**config.mk**
```make
export PLATFORM = sky130hd
export DESIGN_NAME = march_addr_gen_flat
export DESIGN_NICKNAME = d
export VERILOG_FILES = /design/src/rtl/mbist_pkg.sv /design/src/rtl/march_addr_gen_if.sv /design/src/rtl/march_addr_gen.sv /design/src/flat_wrapper.sv
export SDC_FILE = /design/constraint.sdc
export NUM_CORES = 1
export LEC_CHECK = 0
export ABC_AREA = 1
export CORE_AREA = 2 2 74 76
export CTS_BUF_LIST = sky130_fd_sc_hd__clkbuf_4 sky130_fd_sc_hd__clkbuf_8 sky130_fd_sc_hd__clkbuf_16
export CTS_CLUSTER_SIZE = 14
export DETAILED_ROUTE_END_ITERATION = 10
export DIE_AREA = 0 0 76 78
export GPL_ROUTABILITY_DRIVEN = 1
export MAX_ROUTING_LAYER = met4
export PLACE_DENSITY_LB_ADDON = 0.05
export SLEW_MARGIN = 20
export SYNTH_ARGS = -nofsm -noshare
export SYNTH_HDL_FRONTEND = slang
export SYNTH_SLANG_ARGS = --single-unit
```
**constraint.sdc**
```tcl
create_clock -name CLK -period 2.44 [get_ports CLK]
set_input_delay 0.366 -clock CLK [delete_from_list [all_inputs] [get_ports CLK]]
set_output_delay 0.366 -clock CLK [all_outputs]
set_load 0.01 [all_outputs]
```
**src/rtl/mbist_pkg.sv**
```systemverilog
// Shared MBIST definitions: March element orders and
// address sequencer state encoding.
package mbist_pkg;

  localparam logic [1:0] MODE_UP       = 2'b00;
  localparam logic [1:0] MODE_DOWN     = 2'b01;
  localparam logic [1:0] MODE_PINGPONG = 2'b10;

  typedef enum logic [1:0] {
    ST_IDLE = 2'd0,
    ST_RUN  = 2'd1,
    ST_FIN  = 2'd2
  } st_e;

endpackage

```
**src/rtl/march_addr_gen_if.sv**
```systemverilog
// Controller <-> address sequencer bundle.
// master = March controller, slave = address generator.
interface march_addr_gen_if #(
  parameter int ADDR_W = 7
) ();

  logic              MBISTEN;
  logic              START;
  logic [1:0]        MODE;
  logic              STEP;
  logic [ADDR_W-1:0] ADDR;
  logic              ADDR_VALID;
  logic              ADDR_LAST;
  logic              ADDR_DONE;
  logic              BUSY;

  modport master (
    output MBISTEN,
    output START,
    output MODE,
    output STEP,
    input  ADDR,
    input  ADDR_VALID,
    input  ADDR_LAST,
    input  ADDR_DONE,
    input  BUSY
  );

  modport slave (
    input  MBISTEN,
    input  START,
    input  MODE,
    input  STEP,
    output ADDR,
    output ADDR_VALID,
    output ADDR_LAST,
    output ADDR_DONE,
    output BUSY
  );

endinterface

```
**src/rtl/march_addr_gen.sv**
```systemverilog
// March element address sequencer: up, down or ping-pong
// order over DEPTH words, one address per STEP handshake.
module march_addr_gen
  import mbist_pkg::*;
#(
  parameter int ADDR_W = 7,
  parameter int DEPTH  = 128
) (
  input logic           CLK,
  input logic           RESET,
  march_addr_gen_if.slave bus
);

  localparam logic [ADDR_W-1:0] A_ONE  = ADDR_W'(1);
  localparam logic [ADDR_W-1:0] A_LAST = ADDR_W'(DEPTH - 1);
  localparam logic [ADDR_W:0]   C_ONE  = (ADDR_W + 1)'(1);
  localparam logic [ADDR_W:0]   C_END  = (ADDR_W + 1)'(DEPTH);

  st_e               state_q, state_d;
  logic [1:0]        mode_q, mode_d;
  logic [ADDR_W-1:0] addr_q, addr_d;
  logic [ADDR_W-1:0] lo_q, lo_d;
  logic [ADDR_W-1:0] hi_q, hi_d;
  logic              pick_hi_q, pick_hi_d;
  logic [ADDR_W:0]   cnt_q, cnt_d;
  logic              valid_q, valid_d;
  logic              last_q, last_d;
  logic              done_q, done_d;
  logic              busy_q, busy_d;

  // Next address for the latched order; ping-pong alternates
  // between the low and high pointers, MODE 11 counts up.
  function automatic logic [ADDR_W-1:0] next_addr(
    input logic [1:0]        md,
    input logic [ADDR_W-1:0] cur,
    input logic [ADDR_W-1:0] lo,
    input logic [ADDR_W-1:0] hi,
    input logic              take_hi
  );
    logic [ADDR_W-1:0] nxt;
    nxt = cur + A_ONE;
    unique case (1'b1)
      (md == MODE_DOWN):     nxt = cur - A_ONE;
      (md == MODE_PINGPONG): nxt = take_hi ? hi : lo;
      default:               nxt = cur + A_ONE;
    endcase
    return nxt;
  endfunction

  // State and datapath registers
  always_ff @(posedge CLK) begin
    if (RESET) begin
      state_q   <= ST_IDLE;
      mode_q    <= MODE_UP;
      addr_q    <= '0;
      lo_q      <= '0;
      hi_q      <= '0;
      pick_hi_q <= 1'b0;
      cnt_q     <= '0;
      valid_q   <= 1'b0;
      last_q    <= 1'b0;
      done_q    <= 1'b0;
      busy_q    <= 1'b0;
    end else begin
      state_q   <= state_d;
      mode_q    <= mode_d;
      addr_q    <= addr_d;
      lo_q      <= lo_d;
      hi_q      <= hi_d;
      pick_hi_q <= pick_hi_d;
      cnt_q     <= cnt_d;
      valid_q   <= valid_d;
      last_q    <= last_d;
      done_q    <= done_d;
      busy_q    <= busy_d;
    end
  end

  // Next-state and next-output computation; enable drop aborts
  always_comb begin
    state_d   = state_q;
    mode_d    = mode_q;
    addr_d    = addr_q;
    lo_d      = lo_q;
    hi_d      = hi_q;
    pick_hi_d = pick_hi_q;
    cnt_d     = cnt_q;
    valid_d   = valid_q;
    last_d    = last_q;
    done_d    = 1'b0;
    busy_d    = busy_q;

    unique case (state_q)
      ST_IDLE: begin
        if (bus.START) begin
          state_d   = ST_RUN;
          mode_d    = bus.MODE;
          addr_d    = (bus.MODE == MODE_DOWN) ? A_LAST : '0;
          lo_d      = A_ONE;
          hi_d      = A_LAST;
          pick_hi_d = 1'b1;
          cnt_d     = C_ONE;
          valid_d   = 1'b1;
          last_d    = (C_ONE == C_END);
          busy_d    = 1'b1;
        end
      end
      ST_RUN: begin
        if (bus.STEP) begin
          if (cnt_q == C_END) begin
            state_d = ST_FIN;
            addr_d  = '0;
            valid_d = 1'b0;
            last_d  = 1'b0;
            done_d  = 1'b1;
          end else begin
            addr_d = next_addr(mode_q, addr_q,
                               lo_q, hi_q, pick_hi_q);
            cnt_d  = cnt_q + C_ONE;
            last_d = ((cnt_q + C_ONE) == C_END);
            if (mode_q == MODE_PINGPONG) begin
              pick_hi_d = ~pick_hi_q;
              if (pick_hi_q) hi_d = hi_q - A_ONE;
              else           lo_d = lo_q + A_ONE;
            end
          end
        end
      end
      ST_FIN: begin
        state_d = ST_IDLE;
        busy_d  = 1'b0;
        cnt_d   = '0;
      end
      default: begin
        state_d = ST_IDLE;
        addr_d  = '0;
        cnt_d   = '0;
        valid_d = 1'b0;
        last_d  = 1'b0;
        busy_d  = 1'b0;
      end
    endcase

    if (!bus.MBISTEN) begin
      state_d   = ST_IDLE;
      mode_d    = MODE_UP;
      addr_d    = '0;
      lo_d      = '0;
      hi_d      = '0;
      pick_hi_d = 1'b0;
      cnt_d     = '0;
      valid_d   = 1'b0;
      last_d    = 1'b0;
      done_d    = 1'b0;
      busy_d    = 1'b0;
    end
  end

  // Outputs come straight from registers
  always_comb begin
    bus.ADDR       = addr_q;
    bus.ADDR_VALID = valid_q;
    bus.ADDR_LAST  = last_q;
    bus.ADDR_DONE  = done_q;
    bus.BUSY       = busy_q;
  end

endmodule

```
**src/flat_wrapper.sv**
```systemverilog
// flat-port wrapper written by rule: the top's interface ports become plain ports
module march_addr_gen_flat import mbist_pkg::*;
#(
  parameter int ADDR_W = 7,
  parameter int DEPTH  = 128
)
  (CLK, RESET, bus_MBISTEN, bus_START, bus_MODE, bus_STEP, bus_ADDR, bus_ADDR_VALID, bus_ADDR_LAST, bus_ADDR_DONE, bus_BUSY);
  march_addr_gen_if #(.ADDR_W(ADDR_W)) bus_i ();
  input logic CLK;
  input logic RESET;
  input wire logic [$bits(bus_i.MBISTEN)-1:0] bus_MBISTEN;
  input wire logic [$bits(bus_i.START)-1:0] bus_START;
  input wire logic [$bits(bus_i.MODE)-1:0] bus_MODE;
  input wire logic [$bits(bus_i.STEP)-1:0] bus_STEP;
  output wire logic [$bits(bus_i.ADDR)-1:0] bus_ADDR;
  output wire logic [$bits(bus_i.ADDR_VALID)-1:0] bus_ADDR_VALID;
  output wire logic [$bits(bus_i.ADDR_LAST)-1:0] bus_ADDR_LAST;
  output wire logic [$bits(bus_i.ADDR_DONE)-1:0] bus_ADDR_DONE;
  output wire logic [$bits(bus_i.BUSY)-1:0] bus_BUSY;
  assign bus_i.MBISTEN = bus_MBISTEN;
  assign bus_i.START = bus_START;
  assign bus_i.MODE = bus_MODE;
  assign bus_i.STEP = bus_STEP;
  assign bus_ADDR = bus_i.ADDR;
  assign bus_ADDR_VALID = bus_i.ADDR_VALID;
  assign bus_ADDR_LAST = bus_i.ADDR_LAST;
  assign bus_ADDR_DONE = bus_i.ADDR_DONE;
  assign bus_BUSY = bus_i.BUSY;
  march_addr_gen #(.ADDR_W(ADDR_W), .DEPTH(DEPTH)) u_core (.CLK(CLK), .RESET(RESET), .bus(bus_i));
endmodule
```
==> metrics.log <==
INFO  metric run_status = complete, no violations
INFO  metric synth.area.mux_share = 0%
INFO  metric vias = 2111
INFO  metric hold_violations = 0
INFO  metric yosys.area_share.xor_xnor = 5.48%
INFO  metric min_from = u_core.hi_q[4]
INFO  metric die_w = 76 µm
INFO  metric cts_buffers = 5
INFO  metric synth-seq-cells = 38
INFO  metric hp-class = reg -> reg
INFO  metric timing.final.setup_violations = 0
INFO  metric worst_pin_slew = 0.378 ns
INFO  metric worst-path-max-fanout = 8
INFO  metric dp.final_hpwl = 3.93 mm
INFO  metric timing_worst_setup_path_type = reg -> reg
INFO  metric rsz0062_at_grt = no
INFO  metric initialDrtViolationCount = ~130
INFO  metric synth-async-reset-ratio = 0%
INFO  metric first_pass_grt_wire_length = around 9 mm
INFO  metric yosys.area_share.simple = 30.4%
INFO  metric crit_path_start_kind = register
INFO  metric final_layout_size_suffix_gt1_share = 6.13%
INFO  metric design.core.area = 0.00504 mm²
INFO  metric fin_worst_hold_slack = 0.465 ns
INFO  metric synth_edf_count = 0
INFO  metric final_max_slew_violation_count = 0
INFO  metric postCtsResizedCells = 0
INFO  metric worstReg2RegEnd = u_core.bus.ADDR[6]
INFO  metric placed_cell_area = 0.00249 mm²
INFO  metric postSynth.topFlopCell = sky130_fd_sc_hd__dfxtp_1
INFO  metric period_needed = 1.96 ns
INFO  metric hold_path_depth = 2
INFO  metric routedWlPerCell = 12.1 µm
INFO  metric cts.sink_count = 38
INFO  metric synth_area = 0.00224 mm²
INFO  metric most_used_standard_cells_in_the_synthesized_netlist = sky130_fd_sc_hd__nand2_1, sky130_fd_sc_hd__a21oi_1, sky130_fd_sc_hd__inv_1
INFO  metric cellPowerDensity = 498 mW/mm²
INFO  metric finalInstanceArea = 0.00258 mm²
INFO  metric crit_slowest_cell = sky130_fd_sc_hd__dfxtp_1
INFO  metric clk_transition_reported_paths = 0.07 ns
INFO  metric average_via_count_per_standard_cell = 4.92
INFO  metric ctsHoldBuffers = 0
INFO  metric globalRouteTotalUtil = 19.3%
INFO  metric setup_total_negative_slack = 0 ns
INFO  metric nFillCells = 534
INFO  metric final_nets = roughly 370
INFO  metric synth_compound_gate_area_share = 18.2%
INFO  metric tritoncts = done
INFO  metric post_synth_main_area_contributors = sky130_fd_sc_hd__dfxtp_1, sky130_fd_sc_hd__nand2_1, sky130_fd_sc_hd__a21oi_1
INFO  metric die_h = 78 µm
INFO  metric worst_skew_pair.late_latency = 0.29 ns
INFO  metric finish.utilization = 51.1%
INFO  metric syn_inst = around 340
INFO  metric synthDistinctLibCells = 28
INFO  metric tightest_slew_margin_relative_to_the_limit = between 70% and 80%
INFO  metric synth-warning-count = 0
INFO  metric number_of_antenna_violations_at_the_first_check_in_global_routing = 0
INFO  metric antenna_cells_inserted = 0
INFO  metric grt_max_degree = 22
INFO  metric syn-num-nets = 351
INFO  metric globalplace.congestion = 0.818
INFO  metric rrSetupSlack = 0.48 ns
INFO  metric final_min_period_over_clock_period = between 80 and 90%
INFO  metric cts_post_setup_buffers_inserted = 0
INFO  metric hold_path_end = u_core.hi_q[4]
INFO  metric worst_ep_arrival_time = 2.13 ns
INFO  metric post-route-drc-count = 0
INFO  metric synth_fa_ha_area_share = approximately 3.4%
INFO  metric initial_core_util = 44.4%
INFO  metric die_area = 0.00593 mm²
INFO  metric grt.overflow.total = 0
INFO  metric library_cell_with_the_largest_summed_area_after_synthesis = sky130_fd_sc_hd__dfxtp_1
INFO  metric buffer_ports.inserted = 17
INFO  metric area.growth.synth_to_final = 15.2%
INFO  metric crit_path_cell_trace = nand2_2 > nand2_1 > nand2_1 > inv_1 > ha_1 > inv_1 > nand2_1 > inv_1 > nor2_1 > nand2_1 > nor2_1 > nor2_1 > nand2_1 > nand3_1 > nand2_1 > nand2_1 > nand2_1 > a21oi_1
INFO  metric cts.path.max_buffers = 2
INFO  metric vdd.ir_drop.worst = 297 µV
INFO  metric seq_area_frac_synth = 34.0%
INFO  metric synth_top_family_by_area = simple AND/OR/NAND/NOR gates
INFO  metric timing.rr.start = u_core.mode_q[0]
INFO  metric rows = 26
INFO  metric yosysMostFrequentCell = sky130_fd_sc_hd__nand2_1
INFO  metric worst_ep_required_time = 2.62 ns
INFO  metric antenna_violating_nets_post_route = 0
INFO  metric cts-htree-levels = 2
INFO  metric most_used_cell_along_the_critical_path = sky130_fd_sc_hd__nand2_1
INFO  metric clock.fmax = just over 500 MHz
INFO  metric boundaryPins = 18
INFO  metric first_pass_iters = 4
INFO  metric postRouteWirelength = about 5.2 mm
INFO  metric clock_skew = 0.00464 ns
INFO  metric worst_path_largest_cell_delay = 0.46 ns
INFO  metric vias_in_the_first_global_route = between 1500 and 2000
INFO  metric post_synth.cell_area_avg = 6.62 µm²
INFO  metric netlist.area_leader.share = 34.0%
INFO  metric r2r_cells = 18
INFO  metric p_leak = 1.04 nW
INFO  metric worstSetupEndpointType = register
INFO  metric max-cap-violations = 0
INFO  metric clock-root-buffer = sky130_fd_sc_hd__clkbuf_8
-- registers in the layout, summed over array words and instances, names as in the netlist --
| register | count |
|---|---|
| u_core.bus.ADDR | 7 |
| u_core.bus.ADDR_DONE | 1 |
| u_core.bus.ADDR_LAST | 1 |
| u_core.bus.ADDR_VALID | 1 |
| u_core.bus.BUSY | 1 |
| u_core.cnt_q | 8 |
| u_core.hi_q | 7 |
| u_core.lo_q | 7 |
| u_core.mode_q | 2 |
| u_core.pick_hi_q | 1 |
| u_core.state_q | 2 |
-- power breakdown --
group	leakage [nW]	internal [mW]	switching (mW)	total, mW
Clock	0.0452	0.219	0.215	0.434
Sequential	0.309	0.637	0.0175	0.654
Combinational	0.684	0.0735	0.122	0.195
-- cells by family after synthesis --
logic type      after synthesis
compound gates               74
buf+inv                      51
simple gates                155
xor+xnor                     14
flops                        38
fa+ha+maj                     6
-- cells in the final DEF, fill, tap and decap left out, drive strengths merged --
master / Yosys / routed
inv: 45 / 45
clkbuf: 5 / 7
o21bai: 1 / 1
nand3b: 2 / 2
o21a: 1 / 1
xor2: 10 / 10
o21ai: 22 / 22
nand4: 6 / 6
nor3: 7 / 7
nand3: 17 / 17
a31oi: 1 / 1
buf: 1 / 3
nand2: 94 / 94
o2111ai: 1 / 1
xnor2: 4 / 4
nor2: 27 / 27
a41oi: 1 / 1
a21oi: 47 / 47
ha: 6 / 6
clkdlybuf4s50: 0 / 17
or2: 2 / 2
dfxtp: 38 / 38
-- worst max-delay path: cells and delay by family, from the launching register on --
kind / cells / cell delay (ns)
AND/OR/NAND/NOR: 13 / 1.09
buffers and inverters: 3 / 0.12
flip-flops: 1 / 0.46
AO/OA/AOI/OAI: 1 / 0.05
adder cells (fa/ha/maj): 1 / 0.12
-- routing by layer --
metal	track usage, %	wire length [µm]	vias to the layer above
met4	6.55	84	0
met1	23.5	2520	942
met5	-	0	-
met2	32.0	2430	24
li1	-	-	1136
met3	4.07	145	9
-- how the worst max path moves through the flow --
stage | cells past startpoint | slack, ns | to | from
global placement | 10 | 0.46 | u_core.lo_q[4] | bus_START
global route | 19 | 0.15 | u_core.bus.ADDR[6] | u_core.mode_q[1]
finish | 18 | 0.48 | u_core.bus.ADDR[6] | u_core.mode_q[0]
CTS | 19 | 0.49 | u_core.bus.ADDR[6] | u_core.mode_q[1]
floorplan | 19 | 0.69 | u_core.bus.ADDR[6] | u_core.mode_q[0]
detailed placement | 10 | 0.45 | u_core.lo_q[4] | bus_START
-- layout make-up --
| type | instances | area, µm² | area share (%) |
|---|---|---|---|
| Inverter | 45 | 169 | 6.55 |
| Tap cell | 70 | 87.6 | 3.40 |
| Sequential cell | 38 | 761 | 29.5 |
| Timing Repair Buffer | 20 | 193 | 7.48 |
| Clock buffer | 7 | 83.8 | 3.25 |
| Multi-Input combinational cell | 249 | 1280 | 49.8 |
-- per-stage QoR --
| step | instances | power, mW | worst slack, ns |
|---|---|---|---|
| after floorplan | 338 | 0.805 | 0.686 |
| after global routing | 429 | 1.35 | 0.148 |
| after CTS | 429 | 1.30 | 0.487 |
| final | 429 | 1.28 | 0.484 |
| after detailed placement | 422 | 0.865 | 0.453 |
| after global placement | 422 | 0.866 | 0.457 |
Note: power is estimated with default switching activity, not from simulation.
